## src/rtl/uart_tx_framer.sv

```systemverilog
// uart_tx_framer
// Transmit framer: accepts one DATA_W-bit word over a valid/ready handshake
// and serialises it onto tx in this order: start bit, data bits LSB first,
// an optional parity bit, then one or two stop bits. The external baud_tick
// paces every bit.
// All outputs are registered. They are computed from the next-state values,
// so tx changes on the same clock edge that consumes a baud tick.
module uart_tx_framer #(
    parameter int DATA_W = 8
) (
    input  logic              clk,
    input  logic              rst_n,
    input  logic              baud_tick,
    input  logic [DATA_W-1:0] in_data,
    input  logic              in_valid,
    output logic              in_ready,
    input  logic              parity_en,
    input  logic              parity_type,
    input  logic              stop2,
    output logic              tx,
    output logic              busy,
    output logic              done
);

    // The bit counter only has to reach DATA_W-1, so it never wraps inside a frame.
    localparam int CNT_W = (DATA_W > 1) ? $clog2(DATA_W) : 1;
    localparam logic [CNT_W-1:0] LAST_BIT = CNT_W'(DATA_W - 1);

    typedef enum logic [2:0] {
        ST_IDLE,
        ST_WAIT,
        ST_START,
        ST_DATA,
        ST_PARITY,
        ST_STOP
    } state_t;

    state_t            state;
    state_t            state_n;
    logic [DATA_W-1:0] shift_reg;
    logic [DATA_W-1:0] shift_n;
    logic [CNT_W-1:0]  bit_cnt;
    logic [CNT_W-1:0]  bit_cnt_n;
    logic              parity_bit;
    logic              parity_n;
    logic              par_en_q;
    logic              par_en_n;
    logic              stop2_q;
    logic              stop2_n;
    logic              stop_cnt;
    logic              stop_cnt_n;
    logic              tx_n;
    logic              busy_n;
    logic              in_ready_n;
    logic              done_n;
    logic              accept;

    // in_ready is registered and is high only in IDLE, so an accept always
    // starts a frame from IDLE.
    assign accept = in_valid & in_ready;

    // Next-state logic. The configuration is captured at accept, so later
    // changes on the config pins do not affect the frame in flight.
    always_comb begin
        state_n    = state;
        shift_n    = shift_reg;
        bit_cnt_n  = bit_cnt;
        parity_n   = parity_bit;
        par_en_n   = par_en_q;
        stop2_n    = stop2_q;
        stop_cnt_n = stop_cnt;
        done_n     = 1'b0;

        case (state)
            ST_IDLE: begin
                // Any baud tick seen here, including one in the accept cycle, is ignored.
                if (accept) begin
                    shift_n   = in_data;
                    par_en_n  = parity_en;
                    stop2_n   = stop2;
                    parity_n  = (^in_data) ^ parity_type;
                    bit_cnt_n = '0;
                    state_n   = ST_WAIT;
                end
            end

            ST_WAIT: begin
                if (baud_tick) begin
                    state_n = ST_START;
                end
            end

            ST_START: begin
                if (baud_tick) begin
                    bit_cnt_n = '0;
                    state_n   = ST_DATA;
                end
            end

            ST_DATA: begin
                if (baud_tick) begin
                    shift_n = shift_reg >> 1;
                    if (bit_cnt == LAST_BIT) begin
                        stop_cnt_n = 1'b0;
                        state_n    = par_en_q ? ST_PARITY : ST_STOP;
                    end else begin
                        bit_cnt_n = bit_cnt + 1'b1;
                    end
                end
            end

            ST_PARITY: begin
                if (baud_tick) begin
                    stop_cnt_n = 1'b0;
                    state_n    = ST_STOP;
                end
            end

            ST_STOP: begin
                // The second stop bit is sent only when two stop bits were latched.
                if (baud_tick) begin
                    if (stop_cnt == stop2_q) begin
                        done_n  = 1'b1;
                        state_n = ST_IDLE;
                    end else begin
                        stop_cnt_n = 1'b1;
                    end
                end
            end

            default: begin
                state_n = ST_IDLE;
            end
        endcase
    end

    // Output decode from next-state values; the results are registered below.
    always_comb begin
        tx_n       = 1'b1;
        busy_n     = (state_n != ST_IDLE);
        in_ready_n = (state_n == ST_IDLE);
        case (state_n)
            ST_START:  tx_n = 1'b0;
            ST_DATA:   tx_n = shift_n[0];
            ST_PARITY: tx_n = parity_n;
            default:   tx_n = 1'b1;
        endcase
    end

    // State and output registers. Reset abandons any partial frame and idles the line.
    always_ff @(posedge clk or negedge rst_n) begin
        if (!rst_n) begin
            state      <= ST_IDLE;
            shift_reg  <= '0;
            bit_cnt    <= '0;
            parity_bit <= 1'b0;
            par_en_q   <= 1'b0;
            stop2_q    <= 1'b0;
            stop_cnt   <= 1'b0;
            tx         <= 1'b1;
            busy       <= 1'b0;
            in_ready   <= 1'b1;
            done       <= 1'b0;
        end else begin
            state      <= state_n;
            shift_reg  <= shift_n;
            bit_cnt    <= bit_cnt_n;
            parity_bit <= parity_n;
            par_en_q   <= par_en_n;
            stop2_q    <= stop2_n;
            stop_cnt   <= stop_cnt_n;
            tx         <= tx_n;
            busy       <= busy_n;
            in_ready   <= in_ready_n;
            done       <= done_n;
        end
    end

endmodule

```

## config.mk

```make
export PLATFORM = sky130hd
export DESIGN_NAME = uart_tx_framer
export DESIGN_NICKNAME = d
export VERILOG_FILES = /design/src/rtl/uart_tx_framer.sv
export SDC_FILE = /design/constraint.sdc
export NUM_CORES = 1
export LEC_CHECK = 0
export CAP_MARGIN = 5
export CORE_AREA = 2 2 49 51
export CTS_CLUSTER_DIAMETER = 50
export DETAILED_ROUTE_END_ITERATION = 8
export DIE_AREA = 0 0 51 53
export PLACE_DENSITY = 0.91
export SYNTH_ARGS = -nofsm -noshare
export SYNTH_HDL_FRONTEND = slang
export SYNTH_SLANG_ARGS = --single-unit
export TNS_END_PERCENT = 100
```

## constraint.sdc

```tcl
create_clock -name clk -period 4.4 [get_ports clk]
set_input_delay 0.88 -clock clk [delete_from_list [all_inputs] [get_ports clk]]
set_output_delay 0.88 -clock clk [all_outputs]
set_load 0.1 [all_outputs]
```

==> out/metrics.json, run 1 <==
{
  "clock_tree.root_cell": "sky130_fd_sc_hd__clkbuf_4",
  "via_count_of_the_first_global_routing_pass": 845,
  "period_share": 0.645,
  "crit_path_top_delay_cell": "sky130_fd_sc_hd__clkdlybuf4s50_1",
  "drt_pass1_iterations": 5,
  "swShare": 0.368,
  "max_clock_freq_ghz": 0.352,
  "core_um2": 2150,
  "layout.nets": 138,
  "detailroute.via_count": 882,
  "leakagePower_uw": 0.000653,
  "cts_tree": "done",
  "grt_pass1_wl_mm": 3.73,
  "setup_viol": 0,
  "cell_internal_pwr_uw": 408,
  "die_span_x_um": 51,
  "dpl.hpwl_mm": 1.69,
  "synth_top_cells_by_count": "sky130_fd_sc_hd__dfrtp_1 (20), sky130_fd_sc_hd__inv_1 (10), sky130_fd_sc_hd__xnor2_1 (7)",
  "worst_setup_path_end_kind": "output pin",
  "chipHeight_um": 53,
  "grt_antenna_before_repair": 0,
  "n_antenna_cell": 0,
  "multi_input_area_um2": 520,
  "grt_setup_unrepaired": "no",
  "drt_iter0_drc": 40,
  "largest_register_ffs": 8,
  "share_of_cells_above_drive_strength_1": 0.118,
  "post-place-ws_ns": 1.63,
  "dr_wl_met2_mm": 1.14,
  "cp.buffers_inverters": 1,
  "design.portCount": 19,
  "grt_max_degree": 23,
  "wirelength_mm": 2.16,
  "timing.critical_path.arrival_ns": 1.96,
  "run_status": "complete, no violations",
  "port_buffers": 18,
  "peakVddDrop_mv": 0.326,
  "top_layer_used": "met4",
  "wl_met1_um": 867,
  "fill_cells": 171,
  "synthDominantCellAreaShare": 0.430,
  "max_slew.worst_pin.slew_ns": 0.966,
  "timing.critical_path.cells": "clkdlybuf4s50_1",
  "timing.final.hold_violations": 0,
  "number_of_instances_in_the_synthesized_netlist": 104,
  "fin_hold_ws_ns": 0.504,
  "layout.area.seq_um2": 553,
  "setup_tns_ns": 0,
  "timing.slew.headroom": 0.354,
  "worst_skew_pair.late_latency_ns": 0.30,
  "power.share.sequential": 0.438,
  "ys_top_cells_by_area": "sky130_fd_sc_hd__dfrtp_1 (43%), sky130_fd_sc_hd__xnor2_1 (5.3%), sky130_fd_sc_hd__a222oi_1 (5.2%)",
  "worstHoldPathType": "register to register",
  "drt.antenna.violating_nets": 0,
  "minimum_clock_period_ns": 2.84,
  "cts_hold_buf": 0,
  "worst_clock_skew_ns": 0.00441,
  "placedInstanceArea_um2": 1330,
  "flow.area_growth_from_synthesis_pct": 17.3,
  "cts_setup_buffers": 0,
  "synthDistinctLibCells": 40,
  "netlist_area_um2": 1160,
  "drv_cap": 0,
  "critPathMaxFanout": 2,
  "largest_stage_delay_on_the_critical_path_ns": 1.12,
  "ctsResizeCount": 0,
  "die_area_um2": 2700,
  "clockPowerShare": 0.163,
  "power-per-cell-area_nw_per_um2": 473,
  "yosysMostFrequentCell": "sky130_fd_sc_hd__dfrtp_1",
  "grt.overflow.total": 0,
  "finalMaxSlewViolations": 0,
  "gr-usage-all-layers": 0.189,
  "finalWorstSetupSlack_ns": 1.56,
  "wire_per_inst_um": 14.7,
  "netSwitchingPower_uw": 238,
  "globalplace.congestion": 0.849,
  "utilization": 0.636,
  "critPathKind": "register to output pin",
  "cts_buffer_depth": 2,
  "htreeDepth": 1,
  "synth_area_leader_cell": "sky130_fd_sc_hd__dfrtp_1",
  "met3_length_um": 93,
  "row_count": 17,
  "synth.avg_cell_area_um2": 11.2,
  "worstSetupStartpointType": "register",
  "cts-buffers-inserted": 3,
  "ys_ff_latch": 22,
  "drc": 0,
  "sink_count_of_the_clock_tree": 22,
  "synth.yosys.warnings": 0,
  "critPathRequiredTime_ns": 3.52,
  "floorplan.initialDensity": 0.542,
  "timing.critical_path.max_delay_family": "buffers and inverters",
  "dominantRegCellSynth": "sky130_fd_sc_hd__dfrtp_1",
  "p_comb_frac": 0.398,
  "share_of_async_settable_or_async_resettable_flops_after_synthesis": 1.00,
  "synth-edff-count": 0,
  "final_cell_area_um2": 1370,
  "postSynthNetCount": 122,
  "clk_transition_reported_paths_ns": 0.11,
  "via_per_inst": 6.00,
  "synth-seq-area-share": 0.475
}
power by group through the flow:
stage                     registers, uW  logic [uW]  clock network, uW
after global routing                290         282                119
after global placement              285         247                  0
after floorplan                     315         179                  0
after detailed placement            287         255                  0
after CTS                           283         258                110
final                               283         258                106
metrics by stage:
stage                     instances  total power [uW]
final                           147               646
after global routing            147               691
after CTS                       147               651
after detailed placement        143               542
after global placement          143               532
after floorplan                 104               494
cell type report:
cell class                      instances  area share
Timing Repair Buffer                   18       0.132
Multi-Input combinational cell         64       0.381
Clock buffer                            4      0.0266
Sequential cell                        22       0.405
Inverter                               11      0.0302
Tap cell                               28      0.0256
layout by cell type, fill, tap and decap left out, types with 2 or more instances in the layout:
cell / n
sky130_fd_sc_hd__mux2i_1: 2
sky130_fd_sc_hd__mux2_2: 3
sky130_fd_sc_hd__clkbuf_4: 3
sky130_fd_sc_hd__inv_1: 10
sky130_fd_sc_hd__nor2_1: 5
sky130_fd_sc_hd__dfrtp_1: 20
sky130_fd_sc_hd__clkdlybuf4s50_1: 18
sky130_fd_sc_hd__and3_1: 2
sky130_fd_sc_hd__mux2_1: 2
sky130_fd_sc_hd__xnor2_1: 7
sky130_fd_sc_hd__nand3_1: 2
sky130_fd_sc_hd__a222oi_1: 6
sky130_fd_sc_hd__and2_1: 2
sky130_fd_sc_hd__a211oi_1: 3
sky130_fd_sc_hd__nand2_1: 3
sky130_fd_sc_hd__a21oi_1: 4
sky130_fd_sc_hd__ha_1: 3
sky130_fd_sc_hd__dfstp_2: 2
metal layers:
metal	global-route usage	vias up
met2	0.346	40
met4	0.0991	0
met5	0	-
met1	0.212	426
met3	0.0254	8
li1	-	408
worst paths after layout:
check | startpoint | to | slack (ns) | depth (start not counted)
min in group asynchronous | rst_n | shift_reg[0] | 1.09 | 1
max in group asynchronous | rst_n | done | 2.75 | 1
worst min register to register | shift_reg[2] | shift_reg[1] | 0.50 | 2
worst max-delay path | in_ready | in_ready | 1.56 | 1
worst max register to register | state[0] | stop2_q | 2.28 | 3
worst min-delay path | shift_reg[2] | shift_reg[1] | 0.50 | 2
cells by family after synthesis:
group / count (synthesis) / synth area share
xor+xnor: 8 / 0.0720
fa+ha+maj: 3 / 0.0322
mux: 7 / 0.0655
buf+inv: 18 / 0.0784
flops: 22 / 0.475
compound gates: 20 / 0.142
simple gates: 26 / 0.135
tightest hold or removal path: stages, from the launching register on:
cell                       delay, ns
sky130_fd_sc_hd__dfrtp_1        0.36
sky130_fd_sc_hd__a222oi_1       0.07
sky130_fd_sc_hd__inv_1          0.05
No activity file was read; power rests on OpenSTA's default activity.
==> run 2: changes to the inputs <==
CORE_AREA = 2 2 51 53   (was 2 2 49 51)
DIE_AREA = 0 0 53 55   (was 0 0 51 53)
PLACE_DENSITY = 0.86   (was 0.91)
clock period = 2.9 ns   (was 4.4 ns; I/O delays follow)
==> run 2 against run 1 <==
Power grew 52%. First-iteration DRC count unchanged. Via count down 5.0%. Clock power increased by 55%. Utilization fell by 5.5 points. Count of clock-buffer cells in the layout did not move. Sequential cell count unchanged. Die area up 7.8%. Sequential share of layout area fell by 0.22 points. Sequential power grew 52%. Global-route usage decreased by 2.0 points. Critical endpoint is now busy. Largest cell class unchanged. Largest power group unchanged. Highest routed layer unchanged.
==> out/metrics.json, run 2 (synthesized netlist as in run 1, its figures left out) <==
{
  "row_count": {"value": 18, "change": "+1"},
  "dpl.hpwl": {"value": 1.57, "unit": "mm", "change": "-7.1%"},
  "worst_setup_path_end_kind": "register",
  "wirelength": {"value": 2.10, "unit": "mm", "change": "-2.7%"},
  "minimum_clock_period_ns": 2.05,
  "layout.nets": {"value": 140, "change": "+1.4%"},
  "multi_input_area": {"value": 520, "unit": "um2", "change": "unchanged"},
  "critPathMaxFanout": {"value": 9, "change": "+7"},
  "cts_buffer_depth": {"value": 2, "change": "unchanged"},
  "wire_per_inst": {"value": 13.9, "unit": "um", "change": "-5.3%"},
  "drt_iter0_drc": {"value": 40, "change": "unchanged"},
  "mostFrequentLayoutCell": "sky130_fd_sc_hd__dfrtp_1",
  "worstHoldPathType": "register to register",
  "grt.overflow.total": {"value": 0, "change": "unchanged"},
  "crit_path_top_delay_cell": "sky130_fd_sc_hd__clkdlybuf4s50_1",
  "period_share": 0.706,
  "worstSetupStartpointType": "input port",
  "drv_cap": {"value": 0, "change": "unchanged"},
  "max_slew.worst_pin.slew": {"value": 0.482, "unit": "ns", "change": "-0.484 ns"},
  "ctsResizeCount": {"value": 0, "change": "unchanged"},
  "run_status": "complete, no violations",
  "largest_stage_delay_on_the_critical_path": {"value": 0.65, "unit": "ns", "change": "-0.47 ns"},
  "grt_setup_unrepaired": "no",
  "drt_pass1_iterations": {"value": 4, "change": "-1"},
  "detailroute.via_count": {"value": 838, "change": "-5.0%"},
  "timing.critical_path.cells": "clkdlybuf4s50_1 > and2_4 > a311oi_1 > nor3_2 > inv_2 > or3_1",
  "cts_setup_buffers": {"value": 0, "change": "unchanged"},
  "timing.critical_path.arrival": {"value": 2.24, "unit": "ns", "change": "+0.28 ns"},
  "die_area": {"value": 2920, "unit": "um2", "change": "+7.8%"},
  "timing.final.hold_violations": {"value": 0, "change": "unchanged"},
  "flow.area_growth_from_synthesis_pct": 17.9,
  "via_per_inst": {"value": 5.55, "change": "-7.5%"},
  "design.portCount": {"value": 19, "change": "unchanged"},
  "grt_max_degree": {"value": 23, "change": "unchanged"},
  "cts-buffers-inserted": {"value": 3, "change": "unchanged"},
  "core": {"value": 2360, "unit": "um2", "change": "+10%"},
  "port_buffers": {"value": 18, "change": "unchanged"},
  "netSwitchingPower": {"value": 364, "unit": "uW", "change": "+53%"},
  "critPathKind": "input port to register",
  "floorplan.initialDensity": {"value": 0.493, "change": "-0.0496"},
  "setup_tns": {"value": 0, "unit": "ns", "change": "unchanged"},
  "grt_antenna_before_repair": {"value": 0, "change": "unchanged"},
  "sink_count_of_the_clock_tree": {"value": 22, "change": "unchanged"},
  "htreeDepth": {"value": 1, "change": "unchanged"},
  "clock_tree.root_cell": "sky130_fd_sc_hd__clkbuf_4",
  "globalplace.congestion": {"value": 0.853, "change": "+0.41%"},
  "via_count_of_the_first_global_routing_pass": {"value": 770, "change": "-8.9%"},
  "power.share.sequential": {"value": 0.438, "change": "about the same"},
  "chipHeight": {"value": 55, "unit": "um", "change": "+3.8%"},
  "drc": {"value": 0, "change": "unchanged"},
  "fill_cells": {"value": 211, "change": "+23%"},
  "clk_transition_reported_paths": {"value": 0.11, "unit": "ns", "change": "about the same"},
  "cts_hold_buf": {"value": 0, "change": "unchanged"},
  "n_antenna_cell": {"value": 0, "change": "unchanged"},
  "gr-usage-all-layers": {"value": 0.169, "change": "-0.0195"},
  "cell_internal_pwr": {"value": 618, "unit": "uW", "change": "+51%"},
  "drt.antenna.violating_nets": {"value": 0, "change": "unchanged"},
  "power-per-cell-area": {"value": 715, "unit": "nW/um2", "change": "+51%"},
  "p_comb_frac": {"value": 0.395, "change": "-0.003"},
  "layout.area.seq": {"value": 553, "unit": "um2", "change": "unchanged"},
  "grt_pass1_wl": {"value": 3.50, "unit": "mm", "change": "-6.3%"},
  "worst_skew_pair.late_latency": {"value": 0.30, "unit": "ns", "change": "about the same"},
  "die_span_x": {"value": 53, "unit": "um", "change": "+3.9%"},
  "setup_viol": {"value": 0, "change": "unchanged"},
  "ff2ff_setup_slack": {"value": 1.03, "unit": "ns", "change": "-1.25 ns"},
  "largest_register_ffs": {"value": 8, "change": "unchanged"},
  "total_power": {"value": 982, "unit": "uW", "change": "+52%"},
  "leakagePower": {"value": 0.000669, "unit": "uW", "change": "+2.4%"},
  "peakVddDrop": {"value": 0.542, "unit": "mV", "change": "+66%"},
  "cts_tree": "done",
  "clockPowerShare": {"value": 0.167, "change": "+0.004"},
  "worst_clock_skew": {"value": 0.00144, "unit": "ns", "change": "-0.00298 ns"},
  "critPathRequiredTime": {"value": 3.09, "unit": "ns", "change": "-0.43 ns"},
  "swShare": {"value": 0.371, "change": "+0.00258"},
  "finalMaxSlewViolations": {"value": 0, "change": "unchanged"},
  "max_clock_freq_ghz": 0.489,
  "share_of_cells_above_drive_strength_1": {"value": 0.165, "change": "+0.0476"},
  "mostFrequentLayoutCells": "sky130_fd_sc_hd__dfrtp_1 (20), sky130_fd_sc_hd__clkdlybuf4s50_1 (14), sky130_fd_sc_hd__inv_1 (10), sky130_fd_sc_hd__xnor2_1 (7)",
  "timing.slew.headroom": {"value": 0.677, "change": "+0.324"}
}
==> run 2: cell count changes in the layout (fill, tap and decap cells not counted), sizes merged <==
cell | previous run | this run
clkdlybuf4s50 | 18 | 14
buf | 0 | 6
==> run 2: per-layer routing <==
metal  vias to the layer above  track usage  wire (um)
met5                         -            0          0
met2                         9        0.279       1060
met1                       411        0.223        960
li1                        414            -          -
met4                         0       0.0769         31
met3                         4       0.0242         50
==> run 2: layout make-up <==
type,instances,share of cell area
Clock buffer,4,0.0264
Inverter,11,0.0301
Multi-Input combinational cell,64,0.379
Sequential cell,22,0.403
Tap cell,30,0.0273
Timing Repair Buffer,20,0.135
==> run 2: power groups by stage <==
stage | Sequential, uW | Clock, uW | Combinational [uW]
2_1_floorplan | 478 | 0 | 272
3_3_place_gp | 431 | 0 | 372
3_5_place_dp | 434 | 0 | 389
4_1_cts | 429 | 170 | 389
5_1_grt | 440 | 185 | 426
6_report | 430 | 164 | 388
==> run 2: critical path, delay by kind of cell <==
family / cells / cell delay [ns]
compound gates: 1 / 0.13
buf+inv: 2 / 0.71
simple gates: 3 / 0.81
==> run 2: final timing paths <==
kind                              start            to  cells past startpoint
min in group asynchronous         rst_n          done                      2
min reg2reg                shift_reg[2]  shift_reg[1]                      2
min                        shift_reg[2]  shift_reg[1]                      2
max                           baud_tick          busy                      6
max reg2reg                    state[0]    parity_bit                      4
max in group asynchronous         rst_n            tx                      2
==> run 2: through the flow <==
stage          cell area [um2]  utilization  worst slack [ns]  cells  hold WS [ns]
6_report                  1370        0.581             0.853    151         0.509
5_1_grt                   1370        0.581             0.782    151         0.539
4_1_cts                   1370        0.581             0.883    151         0.510
3_5_place_dp              1340        0.566             0.546    147         0.479
3_3_place_gp              1340        0.566             0.621    147         0.471
2_1_floorplan             1160            -             0.909    104         0.284
